`src/rtl/jk_mod_counter_pkg.sv`:
```
`default_nettype none
// ============================================================================
//  Module      : jk_pkg
//  Description : JK excitation codes and the excitation function shared by
//                the modulo counter and its JK storage cells.
//                Codes are packed as {j,k}.
//  Revision    : 1.0 - initial release
// ============================================================================
package jk_pkg;

    localparam logic [1:0] JK_HOLD   = 2'b00;
    localparam logic [1:0] JK_RESET  = 2'b01;
    localparam logic [1:0] JK_SET    = 2'b10;
    localparam logic [1:0] JK_TOGGLE = 2'b11;

    // Excitation for one bit moving from cur to nxt. Only HOLD, SET and
    // RESET are ever produced; TOGGLE would need knowledge of cur at the
    // cell, which this scheme deliberately avoids.
    function automatic logic [1:0] jk_excite(input logic cur, input logic nxt);
        logic [1:0] code;
        if (cur == nxt) begin
            code = JK_HOLD;
        end else if (nxt) begin
            code = JK_SET;
        end else begin
            code = JK_RESET;
        end
        return code;
    endfunction

endpackage : jk_pkg
`default_nettype wire

```
`src/rtl/jk_mod_counter_if.sv`:
```
`default_nettype none
// ============================================================================
//  Module      : jk_mod_counter_if
//  Description : Control and status bundle of the JK modulo counter.
//                master : drives clr/load/d/en/up, observes counter outputs
//                slave  : the counter itself
//  Revision    : 1.0 - initial release
// ============================================================================
interface jk_mod_counter_if #(
    parameter int WIDTH = 4
);
    import jk_pkg::*;

    logic             clr;
    logic             load;
    logic [WIDTH-1:0] d;
    logic             en;
    logic             up;
    logic [WIDTH-1:0] q;
    logic [WIDTH-1:0] qbar;
    logic [WIDTH-1:0] j_out;
    logic [WIDTH-1:0] k_out;
    logic             tc;
    logic             wrap;

    modport master (
        output clr, load, d, en, up,
        input  q, qbar, j_out, k_out, tc, wrap
    );

    modport slave (
        input  clr, load, d, en, up,
        output q, qbar, j_out, k_out, tc, wrap
    );

endinterface : jk_mod_counter_if
`default_nettype wire

```
`src/rtl/jk_mod_counter_cell.sv`:
```
`default_nettype none
// ============================================================================
//  Module      : jk_cell
//  Description : Single JK flip-flop, asynchronous active-low reset to 0.
//  Ports       : clk   - rising-edge clock
//                rst_n - asynchronous active-low reset
//                j, k  - excitation inputs
//                q     - stored bit
//                qbar  - complement of q (derived, never stored separately)
//  Revision    : 1.0 - initial release
// ============================================================================
module jk_cell
    import jk_pkg::*;
(
    input  wire logic clk,
    input  wire logic rst_n,
    input  wire logic j,
    input  wire logic k,
    output logic      q,
    output logic      qbar
);

    logic r_q;

    always_ff @(posedge clk or negedge rst_n) begin
        if (!rst_n) begin
            r_q <= 1'b0;
        end else begin
            r_q <= (j & ~r_q) | (~k & r_q);
        end
    end

    assign q    = r_q;
    assign qbar = ~r_q;

endmodule : jk_cell
`default_nettype wire

```
`src/rtl/jk_mod_counter.sv`:
```
`default_nettype none
// ============================================================================
//  Module      : jk_mod_counter
//  Description : Modulo-MODULUS up/down counter built from WIDTH JK cells.
//                Next state is chosen with priority clr > load > en > hold,
//                load values at or above MODULUS clamp to MODULUS-1, and each
//                bit's J/K excitation is derived from (q, next).
//  Ports       : clk   - rising-edge clock
//                rst_n - asynchronous active-low reset
//                bus   - slave side: clr, load, d, en, up in;
//                        q, qbar, j_out, k_out, tc, wrap out
//  Revision    : 1.0 - initial release
// ============================================================================
module jk_mod_counter
    import jk_pkg::*;
#(
    parameter int WIDTH   = 4,
    parameter int MODULUS = 10
) (
    input  wire logic         clk,
    input  wire logic         rst_n,
    jk_mod_counter_if.slave   bus
);

    if (WIDTH < 1 || WIDTH > 16) begin : g_bad_width
        $error("jk_mod_counter: WIDTH must be 1..16");
    end
    if (MODULUS < 2 || MODULUS > (1 << WIDTH)) begin : g_bad_modulus
        $error("jk_mod_counter: MODULUS must be 2..2**WIDTH");
    end

    localparam logic [WIDTH-1:0] c_MAX     = WIDTH'(MODULUS - 1);
    // One extra bit so MODULUS == 2**WIDTH is representable in the clamp compare.
    localparam logic [WIDTH:0]   c_MOD_EXT = (WIDTH+1)'(MODULUS);

    logic [WIDTH-1:0] w_q;
    logic [WIDTH-1:0] w_qbar;
    logic [WIDTH-1:0] w_next;
    logic [WIDTH-1:0] w_j;
    logic [WIDTH-1:0] w_k;
    logic             w_at_max;
    logic             w_at_zero;
    logic             w_wrap_evt;
    logic             r_wrap;

    assign w_at_max  = (w_q == c_MAX);
    assign w_at_zero = (w_q == '0);

    always_comb begin
        w_next     = w_q;
        w_wrap_evt = 1'b0;
        if (bus.clr) begin
            w_next = '0;
        end else if (bus.load) begin
            w_next = ({1'b0, bus.d} >= c_MOD_EXT) ? c_MAX : bus.d;
        end else if (bus.en) begin
            if (bus.up) begin
                if (w_at_max) begin
                    w_next     = '0;
                    w_wrap_evt = 1'b1;
                end else begin
                    w_next = w_q + WIDTH'(1);
                end
            end else begin
                if (w_at_zero) begin
                    w_next     = c_MAX;
                    w_wrap_evt = 1'b1;
                end else begin
                    w_next = w_q - WIDTH'(1);
                end
            end
        end
    end

    for (genvar i = 0; i < WIDTH; i++) begin : g_cells
        assign {w_j[i], w_k[i]} = jk_excite(w_q[i], w_next[i]);

        jk_cell u_cell (
            .clk   (clk),
            .rst_n (rst_n),
            .j     (w_j[i]),
            .k     (w_k[i]),
            .q     (w_q[i]),
            .qbar  (w_qbar[i])
        );
    end

    // Only en-driven wraps pulse wrap; clr/load never set w_wrap_evt.
    always_ff @(posedge clk or negedge rst_n) begin
        if (!rst_n) begin
            r_wrap <= 1'b0;
        end else begin
            r_wrap <= w_wrap_evt;
        end
    end

    assign bus.q     = w_q;
    assign bus.qbar  = w_qbar;
    assign bus.j_out = w_j;
    assign bus.k_out = w_k;
    assign bus.tc    = bus.en & ~bus.clr & ~bus.load & (bus.up ? w_at_max : w_at_zero);
    assign bus.wrap  = r_wrap;

endmodule : jk_mod_counter
`default_nettype wire
```
`src/flat_wrapper.sv`:
```
// flat-port wrapper written by rule: the top's interface ports become plain ports
module jk_mod_counter_flat import jk_pkg::*;
#(
    parameter int WIDTH   = 4,
    parameter int MODULUS = 10
)
  (clk, rst_n, bus_clr, bus_load, bus_d, bus_en, bus_up, bus_q, bus_qbar, bus_j_out, bus_k_out, bus_tc, bus_wrap);
  jk_mod_counter_if #(.WIDTH(WIDTH)) bus_i ();
  input  wire logic clk;
  input  wire logic rst_n;
  input wire logic [$bits(bus_i.clr)-1:0] bus_clr;
  input wire logic [$bits(bus_i.load)-1:0] bus_load;
  input wire logic [$bits(bus_i.d)-1:0] bus_d;
  input wire logic [$bits(bus_i.en)-1:0] bus_en;
  input wire logic [$bits(bus_i.up)-1:0] bus_up;
  output wire logic [$bits(bus_i.q)-1:0] bus_q;
  output wire logic [$bits(bus_i.qbar)-1:0] bus_qbar;
  output wire logic [$bits(bus_i.j_out)-1:0] bus_j_out;
  output wire logic [$bits(bus_i.k_out)-1:0] bus_k_out;
  output wire logic [$bits(bus_i.tc)-1:0] bus_tc;
  output wire logic [$bits(bus_i.wrap)-1:0] bus_wrap;
  assign bus_i.clr = bus_clr;
  assign bus_i.load = bus_load;
  assign bus_i.d = bus_d;
  assign bus_i.en = bus_en;
  assign bus_i.up = bus_up;
  assign bus_q = bus_i.q;
  assign bus_qbar = bus_i.qbar;
  assign bus_j_out = bus_i.j_out;
  assign bus_k_out = bus_i.k_out;
  assign bus_tc = bus_i.tc;
  assign bus_wrap = bus_i.wrap;
  jk_mod_counter #(.WIDTH(WIDTH), .MODULUS(MODULUS)) u_core (.clk(clk), .rst_n(rst_n), .bus(bus_i));
endmodule
```
`config.mk`:
```
export PLATFORM = sky130hd
export DESIGN_NAME = jk_mod_counter_flat
export DESIGN_NICKNAME = d
export VERILOG_FILES = /design/src/rtl/jk_mod_counter_pkg.sv /design/src/rtl/jk_mod_counter_if.sv /design/src/rtl/jk_mod_counter_cell.sv /design/src/rtl/jk_mod_counter.sv /design/src/flat_wrapper.sv
export SDC_FILE = /design/constraint.sdc
export NUM_CORES = 1
export LEC_CHECK = 0
export CAP_MARGIN = 0
export CORE_MARGIN = 3
export CORE_UTILIZATION = 39
export CTS_CLUSTER_SIZE = 40
export DETAILED_ROUTE_END_ITERATION = 7
export GPL_ROUTABILITY_DRIVEN = 0
export HOLD_SLACK_MARGIN = 0.06
export PLACE_DENSITY = 0.71
export RECOVER_POWER = 50
export SKIP_CTS_REPAIR_TIMING = 1
export SLEW_MARGIN = 10
export SYNTH_ARGS = -nofsm -noshare
export SYNTH_HDL_FRONTEND = slang
export SYNTH_SLANG_ARGS = --single-unit
```
`constraint.sdc`:
```
create_clock -name clk -period 2.15 [get_ports clk]
set_input_delay 0.43 -clock clk [delete_from_list [all_inputs] [get_ports clk]]
set_output_delay 0.43 -clock clk [all_outputs]
set_load 0.01 [all_outputs]
```
## Word level (Yosys, flattened, before mapping)

Index checks and enable logic that the tools add are counted.

| storage, ports and cells | value |
|---|---|
| output and inout port bits | 18 |
| bits in registers | 5 |
| word-level logic and storage cells | 61 |

| cells by class | value |
|---|---|
| reduce and logical (&&, ||, !) cells | 1 |
| add/subtract/negate cells | 2 |
| magnitude comparators | 1 |
| bitwise operators | 25 |
| equal/unequal tests | 5 |
| multiplexer cells | 22 |

Operators with widths:

| operator | count |
|---|---|
| 2-to-1 mux 4 bit | 7 |
| 2-to-1 mux 2 bit | 8 |
| AND 1 bit | 11 |
| inverter 1 bit | 10 |
| 2-to-1 mux 1 bit | 7 |
| adder 4 x 1 -> 4 bit, second input constant | 1 |
| equality test 1 bit | 4 |
| equality test 4 bit, second input constant | 1 |
| greater-or-equal comparator 4 bit, second input constant | 1 |
| zero test 4 bit | 1 |
| bitwise OR 1 bit | 4 |
| subtractor 4 x 1 -> 4 bit, second input constant | 1 |

## Logic depth before layout (Yosys ltp)

| logic depth | value |
|---|---|
| depth in word-level cells | 11 |
| depth in mapped cells | 7 |
| mapped depth without buffers | 6 |

## Hierarchy

Synthesis repeated with hierarchy kept, for this count alone.

| unflattened totals | value |
|---|---|
| cell total of the unflattened synthesis | 83 |
| area, all modules | 604.3 µm² |

By module, submodules not included:

| module | instances | area each (µm²) | cells each |
|---|---|---|---|
| jk_mod_counter | 1 | 454.2 | 67 |
| jk_cell | 4 | 37.5 | 4 |

## Worst setup path before layout

OpenSTA, ideal clock, no wires.

| timing | value |
|---|---|
| path kind | register -> output |
| start | reg u_core.g_cells[0].u_cell.r_q |
| end | out bus_j_out[1] |
| data arrival time | 1.818 ns |
| stages on the path, launching flop included | 8 |
| path buffers | 1 |
| required time | 1.720 ns |
| setup slack | -0.098 ns |
| path through | dfrtp_1 inv_1 ha_1 nor3b_1 o32a_1 or3_1 a21oi_1 buf_4 |

| on the way | value |
|---|---|
| word-level cells in the longest chain between the ends | 8 |
| elaborated cells between the ends (all ways) | 13 |
| classes of those cells | add/sub: 2; eq/ne: 2; mux: 8; reduce/logical: 1 |

Ends and longest elaborated chain:

| element | line | text |
|---|---|---|
| start: declaration | jk_mod_counter_cell.sv:23 | `logic r_q;` |
| start signal: assignment | jk_mod_counter_cell.sv:29 | `r_q <= (j & ~r_q) \| (~k & r_q);` |
| subtractor 4 x 1 -> 4 bit, or another cell as far along | jk_mod_counter.sv:69 | `w_next = w_q - WIDTH'(1);` |
| 2-to-1 mux 4 bit (on tied branches) | jk_mod_counter.sv:65, jk_mod_counter.sv:58 |  |
| 2-to-1 mux 4 bit (*) | jk_mod_counter.sv:57 | `if (bus.up) begin` |
| 2-to-1 mux 4 bit (*) | jk_mod_counter.sv:56 | `end else if (bus.en) begin` |
| 2-to-1 mux 4 bit (*) | jk_mod_counter.sv:54 | `end else if (bus.load) begin` |
| 2-to-1 mux 4 bit (*) | jk_mod_counter.sv:52 | `if (bus.clr) begin` |
| 2-to-1 mux 2 bit / equality test 1 bit (equally long branches) | jk_mod_counter_pkg.sv:23, jk_mod_counter_pkg.sv:21 |  |
| 2-to-1 mux 2 bit (*) | jk_mod_counter_pkg.sv:21 | `if (cur == nxt) begin` |
| end: declaration | flat_wrapper.sv:18 | `output wire logic [$bits(bus_i.j_out)-1:0] bus_j_out;` |

Every way passes the cells marked *; elsewhere a longest branch is shown, timed or not.

## Final worst setup path

Ends and elaborated chain as after synthesis.

==> reports/qor.yml <==
status:
  status: "finished with violations"
  violations: "setup timing"
cts:
  cts_tree: "done"
  clockBufferDepth: 2
  clk_pin_slew_ns: 0.04
  clock_latency_ns: 0.24
  cts_sinks: 5
  htreeDepth: 1
  numCtsBuffers: 3
  cts_root_buffer: "clkbuf_4"
floorplanning:
  die_area_um2: 2430
  rows: 15
  core_um2: 1750
  ios: 28
  die_h_um: 49.3
  start_util_pct: 41.9
  die_width_um: 49.3
worst_setup_path:
  crit_required_ns: 1.72
  start_kind: "flip-flop"
  path_buf_inv: 2
  worstPathArrival_ns: 1.99
  path_class: "flip-flop to primary output"
  slowest_stage: "dfrtp_2"
  cp_top_family: "simple AND/OR/NAND/NOR gates"
  cpPeakStageDelay_ns: 0.42
  crit_path_end_kind: "primary output"
  worst-path-max-fanout: 4
  path_cells: "inv_2 -> ha_4 -> nor3b_1 -> o32a_1 -> or3_4 -> a21oi_2 -> buf_2"
detailed_routing:
  drtPass1Iterations: 4
  dr_total_vias: 794
  ant_nets: 0
  post_drt_wl_per_cell_um: 14.5
  routed_wl_um: 2260
  dr.first_iter.drc_count: 8
  drc: 0
  via_per_inst: 5.09
synth:
  ys.warnings.count: 0
  syn_inst: 95
  ys_ff_latch: 5
  synth-async-reset-ratio_pct: 100
  synth_edf_count: 0
  seq_area_frac_synth_pct: 17.1
  netlist_area_um2: 731
  ys.flop_type: "dfrtp_1"
  syn_avg_cell_area_um2: 7.69
  synth_cell_types: 38
  synth_nets: 108
cells_and_area:
  utilization_pct: 68.1
  nets: 145
  fillers: 150
  insertedDiodeCount: 0
  synthToLayoutAreaGrowth_pct: 62.7
  drive_gt1_share_pct: 51.1
global_route:
  grt-ovfl-total: 0
  grt_max_degree: 10
  antenna_found_initial: 0
  grt_util_all_layers_pct: 17.0
  grt_pass1_wl_um: 3240
  grt_pass1_vias: 748
sta:
  fin_crit_ns: 2.42
  report.final.slew_viol_count: 0
  tightestPinTransition_ns: 0.370
  hold_viol_final: 0
  skew_ns: 0.0000755
  setup_violations: 5
  fin_ws_ns: -0.274
  finalCritPeriodShare_pct: 113
  fmax_mhz: 412
  relSlewSlack_pct: 75.1
  rsz0062_at_grt: "yes"
place:
  io_buffers: 27
  dp_hpwl_um: 1580
pwr:
  p_per_area_nw_per_um2: 391
  ir_drop_mv: 0.265
  p_leak_nw: 0.580
  power_mw: 0.465
worst_hold_path:
  hold_class: "input pin to asynchronous set/reset pin"
flow_run:
  maxCapViolCount: 0
through the flow:
| stage | area (um2) | std cells | setup TNS (ns) | hold slack [ns] | setup WS [ns] |
|---|---|---|---|---|---|
| 3_3_place_gp | 1050 | 149 | -4.44 | 0.670 | -0.705 |
| 3_5_place_dp | 1050 | 149 | -4.63 | 0.672 | -0.734 |
| 4_1_cts | 1070 | 153 | -4.88 | 0.424 | -0.754 |
| 6_report | 1190 | 156 | -0.705 | 0.488 | -0.274 |
| 2_1_floorplan | 734 | 95 | -0.0306 | 0.134 | -0.0172 |
| 5_1_grt | 1190 | 156 | -1.17 | 0.500 | -0.327 |
logic make-up (layout without fill, tap and decap cells):
kind of cell | count (synthesis) | in the layout | synth area share (%)
and+or+nand+nor | 36 | 36 | 27.1
DFF | 5 | 5 | 17.1
xor gates and xnor gates | 1 | 1 | 1.20
adders and majority gates | 3 | 3 | 5.14
buffers and inverters | 28 | 64 | 25.9
AOI/OAI and AO/OA | 22 | 22 | 23.6
path summary, 6_finish.rpt:
check | start | end | slack, ns | depth (start not counted)
worst min-delay path | rst_n | u_core.bus.wrap$_DFF_PN0_ | 0.49 | 1
worst max-delay path | u_core.g_cells[0].u_cell.q$_DFF_PN0_ | bus_j_out[1] | -0.27 | 7
worst min register to register | u_core.g_cells[2].u_cell.q$_DFF_PN0_ | u_core.g_cells[2].u_cell.q$_DFF_PN0_ | 0.78 | 2
max in group asynchronous | rst_n | u_core.g_cells[0].u_cell.q$_DFF_PN0_ | 1.45 | 1
worst max register to register | u_core.g_cells[0].u_cell.q$_DFF_PN0_ | u_core.g_cells[1].u_cell.q$_DFF_PN0_ | 0.52 | 6
min in group clk | bus_clr | u_core.g_cells[1].u_cell.q$_DFF_PN0_ | 0.66 | 3
synthesized netlist by cell type, types with 2 or more instances:
master,instances,area share (%)
dfrtp_1,5,17
nand2_1,7,3.6
ha_1,3,5.1
inv_1,6,3.1
buf_4,17,17
buf_2,2,1.4
nand3_1,2,1.4
o22ai_1,2,1.7
and3b_1,2,2.4
nand3b_1,2,2.1
nor3_1,4,2.7
or3_1,2,1.7
nand2b_1,2,1.7
o21ai_0,2,1.4
nor2b_1,3,2.6
a21oi_1,5,3.4
nor2_1,7,3.6
a211oi_1,2,2.1
power breakdown:
part | switching [mW] | leakage, nW | internal (mW)
Combinational | 0.112 | 0.499 | 0.133
Sequential | 0.0102 | 0.0653 | 0.101
Clock | 0.0391 | 0.0150 | 0.0702
Total | 0.161 | 0.580 | 0.303
placed cells by master (no fill, tap or decap), drive strengths merged, types with 3 or more instances in the layout:
master / n
nor2b: 3
inv: 7
nand2: 7
buf: 30
nor3: 4
nor2: 7
dfrtp: 5
ha: 3
a21oi: 5
clkdlybuf4s50: 11
clkbuf: 9
dlymetal6s2s: 5
metal layers:
layer	up-vias	wire length, um	part of all wire (%)	global-route usage (%)
li1	388	-	-	-
met1	384	927	41	19.3
met2	20	1230	54	31.3
met3	2	64	2.8	2.45
met4	0	40	1.8	7.11
met5	-	0	0	0
cell type report:
cell class	instances	area (um2)	share of cell area (%)
inverter	7	26.3	2.21
tap	25	31.3	2.63
clock buffer	4	26.3	2.21
timing repair buffer	53	448	37.7
sequential	5	126	10.6
multi-input combinational	62	531	44.6
sequential cells by signal, indices dropped and copies added (netlist names):
register                 cells
u_core.g_cells.u_cell.q      4
u_core.bus.wrap              1
Note: power is estimated with default switching activity, not from simulation.
